--- src/rtl/dm_access_arbiter_if.sv ---
// Request/response bundle for one data-memory requester (CPU load/store or debug/loader).
// The requester drives the master side and the arbiter sits on the slave side.
interface dm_access_arbiter_if #(
    parameter int unsigned ADDR_W = 6
) ();
    logic              req;
    logic              we;
    logic [ADDR_W-1:0] addr;
    logic [2:0]        atype;
    logic [31:0]       wdata;
    logic              ack;
    logic              err;
    logic [31:0]       rdata;

    modport master (
        output req, we, addr, atype, wdata,
        input  ack, err, rdata
    );

    modport slave (
        input  req, we, addr, atype, wdata,
        output ack, err, rdata
    );
endinterface

--- src/rtl/dm_access_arbiter.sv ---
// Shares a single-port, registered-read data memory between the CPU and debug ports.
// One request in flight at a time: IDLE picks and checks, ACCESS drives memory, RESP acks.
module dm_access_arbiter #(
    parameter int unsigned ADDR_W     = 6,
    parameter bit          FIXED_PRIO = 1'b0
) (
    input  logic                clk,
    input  logic                rst,
    dm_access_arbiter_if.slave  cpu,
    dm_access_arbiter_if.slave  dbg,
    output logic                mem_we,
    output logic [ADDR_W-1:0]   mem_addr,
    output logic [2:0]          mem_type,
    output logic [31:0]         mem_wdata,
    input  logic [31:0]         mem_rdata,
    output logic                busy
);
    typedef enum logic [1:0] {StIdle, StAccess, StResp} state_e;

    localparam logic [2:0] TypeW  = 3'b000;
    localparam logic [2:0] TypeH  = 3'b001;
    localparam logic [2:0] TypeHu = 3'b010;
    localparam logic [2:0] TypeB  = 3'b011;
    localparam logic [2:0] TypeBu = 3'b100;

    function automatic logic access_legal(input logic we, input logic [2:0] t,
                                          input logic [1:0] a);
        logic ok;
        ok = 1'b0;
        case (t)
            TypeW:   ok = (a == 2'b00);
            TypeH:   ok = ~a[0];
            TypeHu:  ok = ~a[0] & ~we;
            TypeB:   ok = 1'b1;
            TypeBu:  ok = ~we;
            default: ok = 1'b0;
        endcase
        return ok;
    endfunction

    // The memory only understands W/H/B; unsigned variants differ only in extension here.
    function automatic logic [2:0] issue_type(input logic [2:0] t);
        logic [2:0] r;
        r = t;
        case (t)
            TypeHu:  r = TypeH;
            TypeBu:  r = TypeB;
            default: r = t;
        endcase
        return r;
    endfunction

    function automatic logic [31:0] extend_load(input logic [31:0] d, input logic [2:0] t);
        logic [31:0] v;
        v = d;
        case (t)
            TypeH:   v = {{16{d[15]}}, d[15:0]};
            TypeHu:  v = {16'h0000, d[15:0]};
            TypeBu:  v = {24'h000000, d[7:0]};
            default: v = d;
        endcase
        return v;
    endfunction

    state_e            state_q, state_d;
    logic              last_dbg_q, last_dbg_d;
    logic              gnt_dbg_q, gnt_dbg_d;
    logic              op_we_q, op_we_d;
    logic [2:0]        op_type_q, op_type_d;
    logic              mem_we_q, mem_we_d;
    logic [ADDR_W-1:0] mem_addr_q, mem_addr_d;
    logic [2:0]        mem_type_q, mem_type_d;
    logic [31:0]       mem_wdata_q, mem_wdata_d;
    logic              cpu_ack_q, cpu_ack_d;
    logic              cpu_err_q, cpu_err_d;
    logic              dbg_ack_q, dbg_ack_d;
    logic              dbg_err_q, dbg_err_d;

    logic              any_req;
    logic              pick_dbg;
    logic              sel_we;
    logic [ADDR_W-1:0] sel_addr;
    logic [2:0]        sel_type;
    logic [31:0]       sel_wdata;
    logic              sel_legal;
    logic [31:0]       load_data;

    // On a tie, round-robin favours whichever port was not granted last.
    assign any_req   = cpu.req | dbg.req;
    assign pick_dbg  = dbg.req & (~cpu.req | (!FIXED_PRIO & ~last_dbg_q));
    assign sel_we    = pick_dbg ? dbg.we    : cpu.we;
    assign sel_addr  = pick_dbg ? dbg.addr  : cpu.addr;
    assign sel_type  = pick_dbg ? dbg.atype : cpu.atype;
    assign sel_wdata = pick_dbg ? dbg.wdata : cpu.wdata;
    assign sel_legal = access_legal(sel_we, sel_type, sel_addr[1:0]);

    always_comb begin
        state_d     = state_q;
        last_dbg_d  = last_dbg_q;
        gnt_dbg_d   = gnt_dbg_q;
        op_we_d     = op_we_q;
        op_type_d   = op_type_q;
        mem_we_d    = 1'b0;
        mem_addr_d  = mem_addr_q;
        mem_type_d  = mem_type_q;
        mem_wdata_d = mem_wdata_q;
        cpu_ack_d   = 1'b0;
        cpu_err_d   = 1'b0;
        dbg_ack_d   = 1'b0;
        dbg_err_d   = 1'b0;
        unique case (state_q)
            StIdle: begin
                if (any_req) begin
                    gnt_dbg_d  = pick_dbg;
                    last_dbg_d = pick_dbg;
                    op_we_d    = sel_we;
                    op_type_d  = sel_type;
                    if (sel_legal) begin
                        state_d     = StAccess;
                        mem_we_d    = sel_we;
                        mem_addr_d  = sel_addr;
                        mem_type_d  = issue_type(sel_type);
                        mem_wdata_d = sel_wdata;
                    end else begin
                        // Rejected requests skip the memory and respond with err next cycle.
                        state_d   = StResp;
                        cpu_ack_d = ~pick_dbg;
                        cpu_err_d = ~pick_dbg;
                        dbg_ack_d = pick_dbg;
                        dbg_err_d = pick_dbg;
                    end
                end
            end
            StAccess: begin
                state_d   = StResp;
                cpu_ack_d = ~gnt_dbg_q;
                dbg_ack_d = gnt_dbg_q;
            end
            StResp: begin
                state_d = StIdle;
            end
            default: begin
                state_d = StIdle;
            end
        endcase
    end

    always_ff @(posedge clk) begin
        if (rst) begin
            state_q     <= StIdle;
            last_dbg_q  <= 1'b1;
            gnt_dbg_q   <= 1'b0;
            op_we_q     <= 1'b0;
            op_type_q   <= 3'b000;
            mem_we_q    <= 1'b0;
            mem_addr_q  <= '0;
            mem_type_q  <= 3'b000;
            mem_wdata_q <= 32'h0;
            cpu_ack_q   <= 1'b0;
            cpu_err_q   <= 1'b0;
            dbg_ack_q   <= 1'b0;
            dbg_err_q   <= 1'b0;
        end else begin
            state_q     <= state_d;
            last_dbg_q  <= last_dbg_d;
            gnt_dbg_q   <= gnt_dbg_d;
            op_we_q     <= op_we_d;
            op_type_q   <= op_type_d;
            mem_we_q    <= mem_we_d;
            mem_addr_q  <= mem_addr_d;
            mem_type_q  <= mem_type_d;
            mem_wdata_q <= mem_wdata_d;
            cpu_ack_q   <= cpu_ack_d;
            cpu_err_q   <= cpu_err_d;
            dbg_ack_q   <= dbg_ack_d;
            dbg_err_q   <= dbg_err_d;
        end
    end

    // Read data only exists in the RESP cycle, so rdata is the extended memory output gated by ack.
    assign load_data = extend_load(mem_rdata, op_type_q);

    assign cpu.ack   = cpu_ack_q;
    assign cpu.err   = cpu_err_q;
    assign cpu.rdata = (cpu_ack_q & ~cpu_err_q & ~op_we_q) ? load_data : 32'h0;
    assign dbg.ack   = dbg_ack_q;
    assign dbg.err   = dbg_err_q;
    assign dbg.rdata = (dbg_ack_q & ~dbg_err_q & ~op_we_q) ? load_data : 32'h0;

    // A reset landing on the ACCESS cycle must not let the write reach the memory edge.
    assign mem_we    = mem_we_q & ~rst;
    assign mem_addr  = mem_addr_q;
    assign mem_type  = mem_type_q;
    assign mem_wdata = mem_wdata_q;
    assign busy      = (state_q != StIdle);
endmodule

--- src/flat_wrapper.sv ---
// flat-port wrapper written by rule: the top's interface ports become plain ports
module dm_access_arbiter_flat 
#(
    parameter int unsigned ADDR_W     = 6,
    parameter bit          FIXED_PRIO = 1'b0
)
  (clk, rst, mem_we, mem_addr, mem_type, mem_wdata, mem_rdata, busy, cpu_req, cpu_we, cpu_addr, cpu_atype, cpu_wdata, cpu_ack, cpu_err, cpu_rdata, dbg_req, dbg_we, dbg_addr, dbg_atype, dbg_wdata, dbg_ack, dbg_err, dbg_rdata);
  dm_access_arbiter_if #(.ADDR_W(ADDR_W)) cpu_i ();
  dm_access_arbiter_if #(.ADDR_W(ADDR_W)) dbg_i ();
  input  logic clk;
  input  logic rst;
  output logic mem_we;
  output logic [ADDR_W-1:0] mem_addr;
  output logic [2:0] mem_type;
  output logic [31:0] mem_wdata;
  input  logic [31:0] mem_rdata;
  output logic busy;
  input wire logic [$bits(cpu_i.req)-1:0] cpu_req;
  input wire logic [$bits(cpu_i.we)-1:0] cpu_we;
  input wire logic [$bits(cpu_i.addr)-1:0] cpu_addr;
  input wire logic [$bits(cpu_i.atype)-1:0] cpu_atype;
  input wire logic [$bits(cpu_i.wdata)-1:0] cpu_wdata;
  output wire logic [$bits(cpu_i.ack)-1:0] cpu_ack;
  output wire logic [$bits(cpu_i.err)-1:0] cpu_err;
  output wire logic [$bits(cpu_i.rdata)-1:0] cpu_rdata;
  input wire logic [$bits(dbg_i.req)-1:0] dbg_req;
  input wire logic [$bits(dbg_i.we)-1:0] dbg_we;
  input wire logic [$bits(dbg_i.addr)-1:0] dbg_addr;
  input wire logic [$bits(dbg_i.atype)-1:0] dbg_atype;
  input wire logic [$bits(dbg_i.wdata)-1:0] dbg_wdata;
  output wire logic [$bits(dbg_i.ack)-1:0] dbg_ack;
  output wire logic [$bits(dbg_i.err)-1:0] dbg_err;
  output wire logic [$bits(dbg_i.rdata)-1:0] dbg_rdata;
  assign cpu_i.req = cpu_req;
  assign cpu_i.we = cpu_we;
  assign cpu_i.addr = cpu_addr;
  assign cpu_i.atype = cpu_atype;
  assign cpu_i.wdata = cpu_wdata;
  assign cpu_ack = cpu_i.ack;
  assign cpu_err = cpu_i.err;
  assign cpu_rdata = cpu_i.rdata;
  assign dbg_i.req = dbg_req;
  assign dbg_i.we = dbg_we;
  assign dbg_i.addr = dbg_addr;
  assign dbg_i.atype = dbg_atype;
  assign dbg_i.wdata = dbg_wdata;
  assign dbg_ack = dbg_i.ack;
  assign dbg_err = dbg_i.err;
  assign dbg_rdata = dbg_i.rdata;
  dm_access_arbiter #(.ADDR_W(ADDR_W), .FIXED_PRIO(FIXED_PRIO)) u_core (.clk(clk), .rst(rst), .cpu(cpu_i), .dbg(dbg_i), .mem_we(mem_we), .mem_addr(mem_addr), .mem_type(mem_type), .mem_wdata(mem_wdata), .mem_rdata(mem_rdata), .busy(busy));
endmodule
--- config.mk ---
export PLATFORM = sky130hd
export DESIGN_NAME = dm_access_arbiter_flat
export DESIGN_NICKNAME = d
export VERILOG_FILES = /design/src/rtl/dm_access_arbiter_if.sv /design/src/rtl/dm_access_arbiter.sv /design/src/flat_wrapper.sv
export SDC_FILE = /design/constraint.sdc
export NUM_CORES = 1
export LEC_CHECK = 0
export ABC_AREA = 0
export CAP_MARGIN = 10
export CORE_ASPECT_RATIO = 0.8
export CORE_MARGIN = 2
export CORE_UTILIZATION = 37
export CTS_BUF_LIST = sky130_fd_sc_hd__clkbuf_4 sky130_fd_sc_hd__clkbuf_8
export CTS_CLUSTER_SIZE = 10
export DETAILED_ROUTE_END_ITERATION = 10
export PLACE_DENSITY = 0.83
export SLEW_MARGIN = 10
export SYNTH_ARGS = -nofsm -noshare
export SYNTH_HDL_FRONTEND = slang
export SYNTH_SLANG_ARGS = --single-unit
export TNS_END_PERCENT = 10
--- constraint.sdc ---
create_clock -name clk -period 2.1 [get_ports clk]
set_input_delay 0.315 -clock clk [delete_from_list [all_inputs] [get_ports clk]]
set_output_delay 0.315 -clock clk [all_outputs]
set_load 0.03 [all_outputs]
==> results of run 1 <==
-- flip-flops by register name, summed over array words and instances, names as in the netlist --
register and flops:
u_core.mem_addr 6, u_core.mem_type 3, u_core.dbg.ack 1, u_core.state_q 2, u_core.op_we_q 1, u_core.gnt_dbg_q 1, u_core.op_type_q 3, u_core.dbg.err 1
u_core.cpu.err 1, u_core.mem_we_q 1, u_core.last_dbg_q 1, u_core.cpu.ack 1, u_core.mem_wdata 32
-- cell type report --
| type | instances | area (um2) |
|---|---|---|
| Fill cell | 697 | 2760 |
| Timing Repair Buffer | 281 | 2720 |
| Multi-Input combinational cell | 278 | 2270 |
| Sequential cell | 54 | 1090 |
| Tap cell | 115 | 144 |
| Clock buffer | 5 | 68.8 |
| Clock inverter | 3 | 48.8 |
| Inverter | 4 | 15.0 |
-- critical path, stage by stage --
cell and delay [ps]:
clkdlybuf4s50_1 450, or2_2 320, a2111oi_4 400, o32a_4 350
clkbuf_16 200, a21oi_2 60, a211oi_2 190
-- worst paths after layout --
kind | depth (start not counted) | slack [ps] | from | end
setup / recovery | 7 | 30 | cpu_we | u_core.mem_wdata[2]$_SDFFE_PP0P_
hold / removal | 2 | 360 | rst | u_core.state_q[0]$_SDFFE_PP0P_
setup reg to reg | 6 | 410 | u_core.last_dbg_q$_SDFFE_PP1P_ | u_core.mem_wdata[2]$_SDFFE_PP0P_
hold reg to reg | 1 | 480 | u_core.state_q[1]$_SDFFE_PP0P_ | u_core.dbg.ack$_SDFF_PP0_
-- metrics by stage --
stage	util, %	worst slack, ps
floorplan	-	-15.8
global placement	65.5	-248
detailed placement	65.5	-301
CTS	66.9	-30.3
global route	69.7	-45.7
finish	69.7	32.0
-- Yosys cell counts, types with 6 or more instances --
cell,number
clkbuf_1,14
a21oi_1,10
and2_1,34
nor2b_1,7
buf_2,7
nand2_1,7
a211oi_1,6
a211oi_2,37
a21oi_2,37
dfxtp_1,54
nor2_1,56
mux2i_1,43
o21ai_0,6
-- layer usage --
layer | wire length (um) | share of wire [%] | global-route usage, %
met5 | 0 | 0 | 0
met4 | 94 | 0.74 | 3.96
met1 | 5390 | 43 | 28.7
met3 | 940 | 7.4 | 6.51
met2 | 6240 | 49 | 40.1
-- kinds of logic after synthesis --
logic type	after synthesis	share of synthesized area [%]
compound gates	105	30.5
xor+xnor	2	0.503
buf+inv	34	6.50
flops	54	31.0
mux	43	12.3
simple gates	128	19.2
-- timing repair --
action	4_1_cts	5_1_grt
cloned	0	6
pin swaps	1	4
buffers inserted	0	4
hold endpoints to repair	0	0
endpoints found under the setup margin	26	63
resized for setup	4	32
-- power by group through the flow --
stage | sequential [mW] | clock (mW) | combinational (mW)
finish | 1.26 | 0.741 | 1.95
global route | 1.27 | 0.793 | 2.07
CTS | 1.25 | 0.748 | 1.84
detailed placement | 1.27 | 0 | 1.83
global placement | 1.27 | 0 | 1.79
floorplan | 1.47 | 0 | 0.877
==> reports/qor.json, run 1 <==
{
  "status": {"value": "finished clean"},
  "finalHoldWorstSlack": {"value": 364, "unit": "ps"},
  "dp.final_hpwl": {"value": 9460, "unit": "um"},
  "postSynthRegisterBits": {"value": 54},
  "antenna_violating_nets_post_route": {"value": 0},
  "synth_flop_cell": {"value": "dfxtp_1"},
  "setup_viol": {"value": 0},
  "slew_headroom": {"value": 67.4, "unit": "%"},
  "most-common-layout-cells": {"value": "clkdlybuf4s50_1 (159), buf_4 (98), dfxtp_1 (51)"},
  "yosys.area.top_type": {"value": "dfxtp_1"},
  "fin_total_pwr": {"value": 3.95, "unit": "mW"},
  "finalHoldViolations": {"value": 0},
  "cp_data_required_time": {"value": 2330, "unit": "ps"},
  "grt.overflow.total": {"value": 0},
  "drt-pass1-iter-count": {"value": 5},
  "final_max_slew_viol_count": {"value": 0},
  "yosysTopAreaCellShare": {"value": 31.0, "unit": "%"},
  "seq_area_frac_synth": {"value": 31.0, "unit": "%"},
  "arrival": {"value": 2300, "unit": "ps"},
  "wl_per_cell": {"value": 17.1, "unit": "um"},
  "min_path_type": {"value": "in -> reg"},
  "cts_hold_repair.buffers": {"value": 0},
  "place_area": {"value": 5970, "unit": "um2"},
  "area_enclosed_by_the_die_boundary": {"value": 10200, "unit": "um2"},
  "chipHeight": {"value": 90.8, "unit": "um"},
  "wire_length_of_the_first_global_routing_pass": {"value": 19300, "unit": "um"},
  "mappedNetlistNets": {"value": 486},
  "placed_cells_incl_taps": {"value": 722},
  "post_synth_num_cell_types": {"value": 39},
  "final_area": {"value": 6350, "unit": "um2"},
  "vdd.ir_drop.worst": {"value": 0.417, "unit": "mV"},
  "tritoncts.num_buffers": {"value": 5},
  "leakage": {"value": 2.55, "unit": "nW"},
  "timing.setup.tns": {"value": 0, "unit": "ps"},
  "grt_use_total": {"value": 23.0, "unit": "%"},
  "clock.fmax": {"value": 484, "unit": "MHz"},
  "power_density_over_the_cells": {"value": 621, "unit": "nW/um2"},
  "sequential_share_of_power": {"value": 31.8, "unit": "%"},
  "maxCapViolCount": {"value": 0},
  "drt_wl_total": {"value": 12700, "unit": "um"},
  "io-pin-count": {"value": 231},
  "critical_path.startpoint_type": {"value": "input port"},
  "buffer_ports.inserted": {"value": 230},
  "nets": {"value": 744},
  "vias_in_the_first_global_route": {"value": 3798},
  "post-route-period-util": {"value": 98.5, "unit": "%"},
  "cts.clk_slew.worst_paths": {"value": 110, "unit": "ps"},
  "crit_path_max_fanout": {"value": 8},
  "syn_to_final_growth": {"value": 82.3, "unit": "%"},
  "antenna_found_initial": {"value": 0},
  "synth.yosys.warnings": {"value": 0},
  "initial_core_util": {"value": 38.2, "unit": "%"},
  "drt-vias-per-instance": {"value": 5.11},
  "num_rows": {"value": 31},
  "clock_insertion_delay_at_the_later_pin_of_the_skew_report": {"value": 310, "unit": "ps"},
  "tritoncts": {"value": "built"},
  "synth_edf_count": {"value": 0},
  "timing_worst_slew_pin_value": {"value": 490, "unit": "ps"},
  "internal_power": {"value": 2.45, "unit": "mW"},
  "p_sw_share": {"value": 38.0, "unit": "%"},
  "vias": {"value": 3778},
  "cts_sinks": {"value": 54},
  "post_synth_inst_count": {"value": 366},
  "drive_above_1_share": {"value": 37.6, "unit": "%"},
  "net-switching-power": {"value": 1.50, "unit": "mW"},
  "power.share.clock": {"value": 18.8, "unit": "%"},
  "async_flop_share": {"value": 0, "unit": "%"},
  "end_kind": {"value": "flip-flop"},
  "clock_tree.root_cell": {"value": "clkbuf_8"},
  "crit_type": {"value": "in -> reg"},
  "mostFrequentLayoutCell": {"value": "clkdlybuf4s50_1"},
  "timing.clock.skew": {"value": 12.4, "unit": "ps"},
  "grt_start_max_net_pins": {"value": 51},
  "layoutNonFillerInstCount": {"value": 740},
  "detail_route.iter0.violations": {"value": 149},
  "die_width": {"value": 113, "unit": "um"},
  "route.detailed.drc": {"value": 0},
  "combPwrFrac": {"value": 49.4, "unit": "%"},
  "period_minus_slack": {"value": 2070, "unit": "ps"},
  "gp_congestion": {"value": 0.857},
  "core_area": {"value": 9110, "unit": "um2"},
  "synth.top_cells.by_area": {"value": "dfxtp_1 (31%), a211oi_2 (13%), mux2i_1 (12%)"},
  "rsz0062_at_grt": {"value": "yes"},
  "post_synth_instance_area": {"value": 3490, "unit": "um2"},
  "max-clock-path-buffers": {"value": 2},
  "antenna_cells_inserted": {"value": 0},
  "cts-htree-levels": {"value": 2},
  "mean_cell_area_of_the_mapped_netlist": {"value": 9.52, "unit": "um2"}
}
No activity file was read; power rests on OpenSTA's default activity.
==> inputs of run 2 (changes only) <==
--- a/config.mk
+++ b/config.mk
@@ -11,6 +11,7 @@
 export CORE_MARGIN = 2
 export CORE_UTILIZATION = 37
 export CTS_BUF_LIST = sky130_fd_sc_hd__clkbuf_4 sky130_fd_sc_hd__clkbuf_8
+export CTS_CLUSTER_DIAMETER = 100
 export CTS_CLUSTER_SIZE = 10
 export DETAILED_ROUTE_END_ITERATION = 10
 export PLACE_DENSITY = 0.83
==> results of run 2 <==
The final DEF is identical to that of run 1; final timing and power are the same.
==> inputs of run 3 (changes only) <==
==> constraint.sdc (replaced) <==
create_clock -name clk -period 2.25 [get_ports clk]
set_input_delay 0.3375 -clock clk [delete_from_list [all_inputs] [get_ports clk]]
set_output_delay 0.3375 -clock clk [all_outputs]
set_load 0.03 [all_outputs]
==> run 3 against run 2 <==
Against the previous run:
- critical path depth stayed put
- worst setup slack gained 100 ps
- cell area is 4.9% lower
- cell count is 2.7% lower
- sequential share of layout area up 0.80 points
- largest power group unchanged
- highest routed layer unchanged
==> reports/qor.json, run 3 (synthesis results as in run 1) <==
{
  "status": {"value": "finished clean"},
  "postCtsSetupRepairBufs": {"value": 0, "change": "unchanged"},
  "slew_headroom": {"value": 48.6, "unit": "%", "change": "-19 points"},
  "fin_total_pwr": {"value": 3.56, "unit": "mW", "change": "-9.7%"},
  "maxCapViolCount": {"value": 0, "change": "unchanged"},
  "core_area": {"value": 9110, "unit": "um2", "change": "unchanged"},
  "leakage": {"value": 2.36, "unit": "nW", "change": "-7.4%"},
  "vdd.ir_drop.worst": {"value": 0.383, "unit": "mV", "change": "-8.1%"},
  "cpLargestDelayFamily": {"value": "buffers and inverters"},
  "cts.clk_slew.worst_paths": {"value": 100, "unit": "ps", "change": "about the same"},
  "cp_num_buf_inv": {"value": 4, "change": "+2"},
  "setup_viol": {"value": 0, "change": "unchanged"},
  "buffer_ports.inserted": {"value": 230, "change": "unchanged"},
  "tritoncts.num_buffers": {"value": 5, "change": "unchanged"},
  "min_path_type": {"value": "reg -> reg"},
  "area_enclosed_by_the_die_boundary": {"value": 10200, "unit": "um2", "change": "unchanged"},
  "grt_start_max_net_pins": {"value": 52, "change": "+2.0%"},
  "drt-vias-per-instance": {"value": 5.00, "change": "-2.1%"},
  "cp_slowest_stage_delay": {"value": 510, "unit": "ps", "change": "+60 ps"},
  "largest_register_ffs": {"value": 32, "change": "unchanged"},
  "postLayoutSetupSlackWorst": {"value": 135, "unit": "ps", "change": "+103 ps"},
  "max-clock-path-buffers": {"value": 2, "change": "unchanged"},
  "rsz0062_at_grt": {"value": "no"},
  "die_width": {"value": 113, "unit": "um", "change": "unchanged"},
  "timing.critical_path.cells": {"value": "clkdlybuf4s50_1 > nor3b_1 > buf_4 > buf_4 > nor2_1 > nor2_1 > buf_4"},
  "syn_to_final_growth": {"value": 73.4, "unit": "%"},
  "finalHoldWorstSlack": {"value": 466, "unit": "ps", "change": "+102 ps"},
  "crit_path_max_fanout": {"value": 9, "change": "+1"},
  "period_minus_slack": {"value": 2120, "unit": "ps"},
  "clock_tree.root_cell": {"value": "clkbuf_8"},
  "critPathSlowestCell": {"value": "clkdlybuf4s50_1"},
  "cts_sinks": {"value": 54, "change": "unchanged"},
  "tritoncts": {"value": "built"},
  "wl_per_cell": {"value": 15.8, "unit": "um", "change": "-7.6%"},
  "drive_above_1_share": {"value": 33.4, "unit": "%", "change": "-4.2 points"},
  "detail_route.iter0.violations": {"value": 131, "change": "-12%"},
  "crit_type": {"value": "in -> out"},
  "dp.final_hpwl": {"value": 8940, "unit": "um", "change": "-5.5%"},
  "grt.overflow.total": {"value": 0, "change": "unchanged"},
  "initial_core_util": {"value": 38.2, "unit": "%", "change": "unchanged"},
  "post-route-period-util": {"value": 94.0, "unit": "%"},
  "vias": {"value": 3598, "change": "-4.8%"},
  "drt-pass1-iter-count": {"value": 4, "change": "-1"},
  "nets": {"value": 724, "change": "-2.7%"},
  "antenna_violating_nets_post_route": {"value": 0, "change": "unchanged"},
  "grt_use_total": {"value": 22.0, "unit": "%", "change": "-0.99 points"},
  "layoutNonFillerInstCount": {"value": 720, "change": "-2.7%"},
  "end_kind": {"value": "output pin"},
  "timing.clock.skew": {"value": 2.43, "unit": "ps", "change": "-9.96 ps"},
  "antenna_cells_inserted": {"value": 0, "change": "unchanged"},
  "place_area": {"value": 5900, "unit": "um2", "change": "-1.2%"},
  "arrival": {"value": 1780, "unit": "ps", "change": "-520 ps"},
  "chipHeight": {"value": 90.8, "unit": "um", "change": "unchanged"},
  "mostFrequentLayoutCell": {"value": "clkdlybuf4s50_1"},
  "route.detailed.drc": {"value": 0, "change": "unchanged"},
  "num_rows": {"value": 31, "change": "unchanged"},
  "most-common-layout-cells": {"value": "clkdlybuf4s50_1 (165), buf_4 (87), nor2_1 (55)"},
  "clock.fmax": {"value": 473, "unit": "MHz"},
  "clock_insertion_delay_at_the_later_pin_of_the_skew_report": {"value": 310, "unit": "ps", "change": "about the same"},
  "cts-htree-levels": {"value": 2, "change": "unchanged"},
  "timing.setup.tns": {"value": 0, "unit": "ps", "change": "unchanged"},
  "timing_worst_slew_pin_value": {"value": 771, "unit": "ps", "change": "+282 ps"},
  "cts_hold_repair.buffers": {"value": 0, "change": "unchanged"},
  "final_max_slew_viol_count": {"value": 0, "change": "unchanged"},
  "final_area": {"value": 6040, "unit": "um2", "change": "-4.9%"},
  "fillCellCount": {"value": 743, "change": "+6.6%"},
  "drt_wl_total": {"value": 11400, "unit": "um", "change": "-10%"},
  "gp_congestion": {"value": 0.842, "change": "-1.8%"},
  "cp_data_required_time": {"value": 1910, "unit": "ps", "change": "-420 ps"},
  "place_ws": {"value": -149, "unit": "ps", "change": "+152 ps"},
  "power_density_over_the_cells": {"value": 589, "unit": "nW/um2", "change": "-5.1%"},
  "io-pin-count": {"value": 231, "change": "unchanged"},
  "critical-path-top-cell-by-count": {"value": "buf_4"},
  "finalHoldViolations": {"value": 0, "change": "unchanged"},
  "placed_cells_incl_taps": {"value": 712, "change": "-1.4%"},
  "wire_length_of_the_first_global_routing_pass": {"value": 18500, "unit": "um", "change": "-4.5%"},
  "critical_path.startpoint_type": {"value": "input port"},
  "layout.core_utilization": {"value": 66.3, "unit": "%", "change": "-3.4 points"},
  "vias_in_the_first_global_route": {"value": 3720, "change": "-2.1%"},
  "antenna_found_initial": {"value": 0, "change": "unchanged"}
}
-- run 3: cell type report --
cell class | instances | area (um2) | area share [%]
repair buffers | 261 | 2470 | 40.9
multi-input cells | 278 | 2210 | 36.6
flip-flops and latches | 54 | 1080 | 17.9
well taps | 115 | 144 | 2.38
clock buffers | 6 | 82.6 | 1.37
clock inverters | 2 | 38.8 | 0.642
inverters | 4 | 15.0 | 0.248
-- run 3: timing repair --
item                       4_1_cts  5_1_grt
setup endpoints to repair       15       48
pin swaps                        0        1
gates resized for setup          2        6
cloned                           0        0
-- run 3: routing by layer --
layer,track usage [%],share of wire [%]
met1,28.6,45
met2,35.9,46
met3,6.04,7.3
met4,6.30,1.9
met5,0,0
-- run 3: final timing paths --
check / startpoint / to / slack (ps) / cells after the start
setup / recovery: mem_rdata[15] / dbg_rdata[29] / 130 / 7
hold / removal: u_core.state_q[1]$_SDFFE_PP0P_ / u_core.dbg.ack$_SDFF_PP0_ / 470 / 1
setup reg to reg: u_core.state_q[0]$_SDFFE_PP0P_ / u_core.mem_addr[2]$_SDFFE_PP0P_ / 580 / 5
hold reg to reg: u_core.state_q[1]$_SDFFE_PP0P_ / u_core.dbg.ack$_SDFF_PP0_ / 470 / 1
-- run 3: report_power, final --
part,internal [mW],switching [mW],total (mW)
clock,0.367,0.347,0.714
sequential,1.08,0.0890,1.17
combinational,0.783,0.899,1.68
total,2.23,1.34,3.56
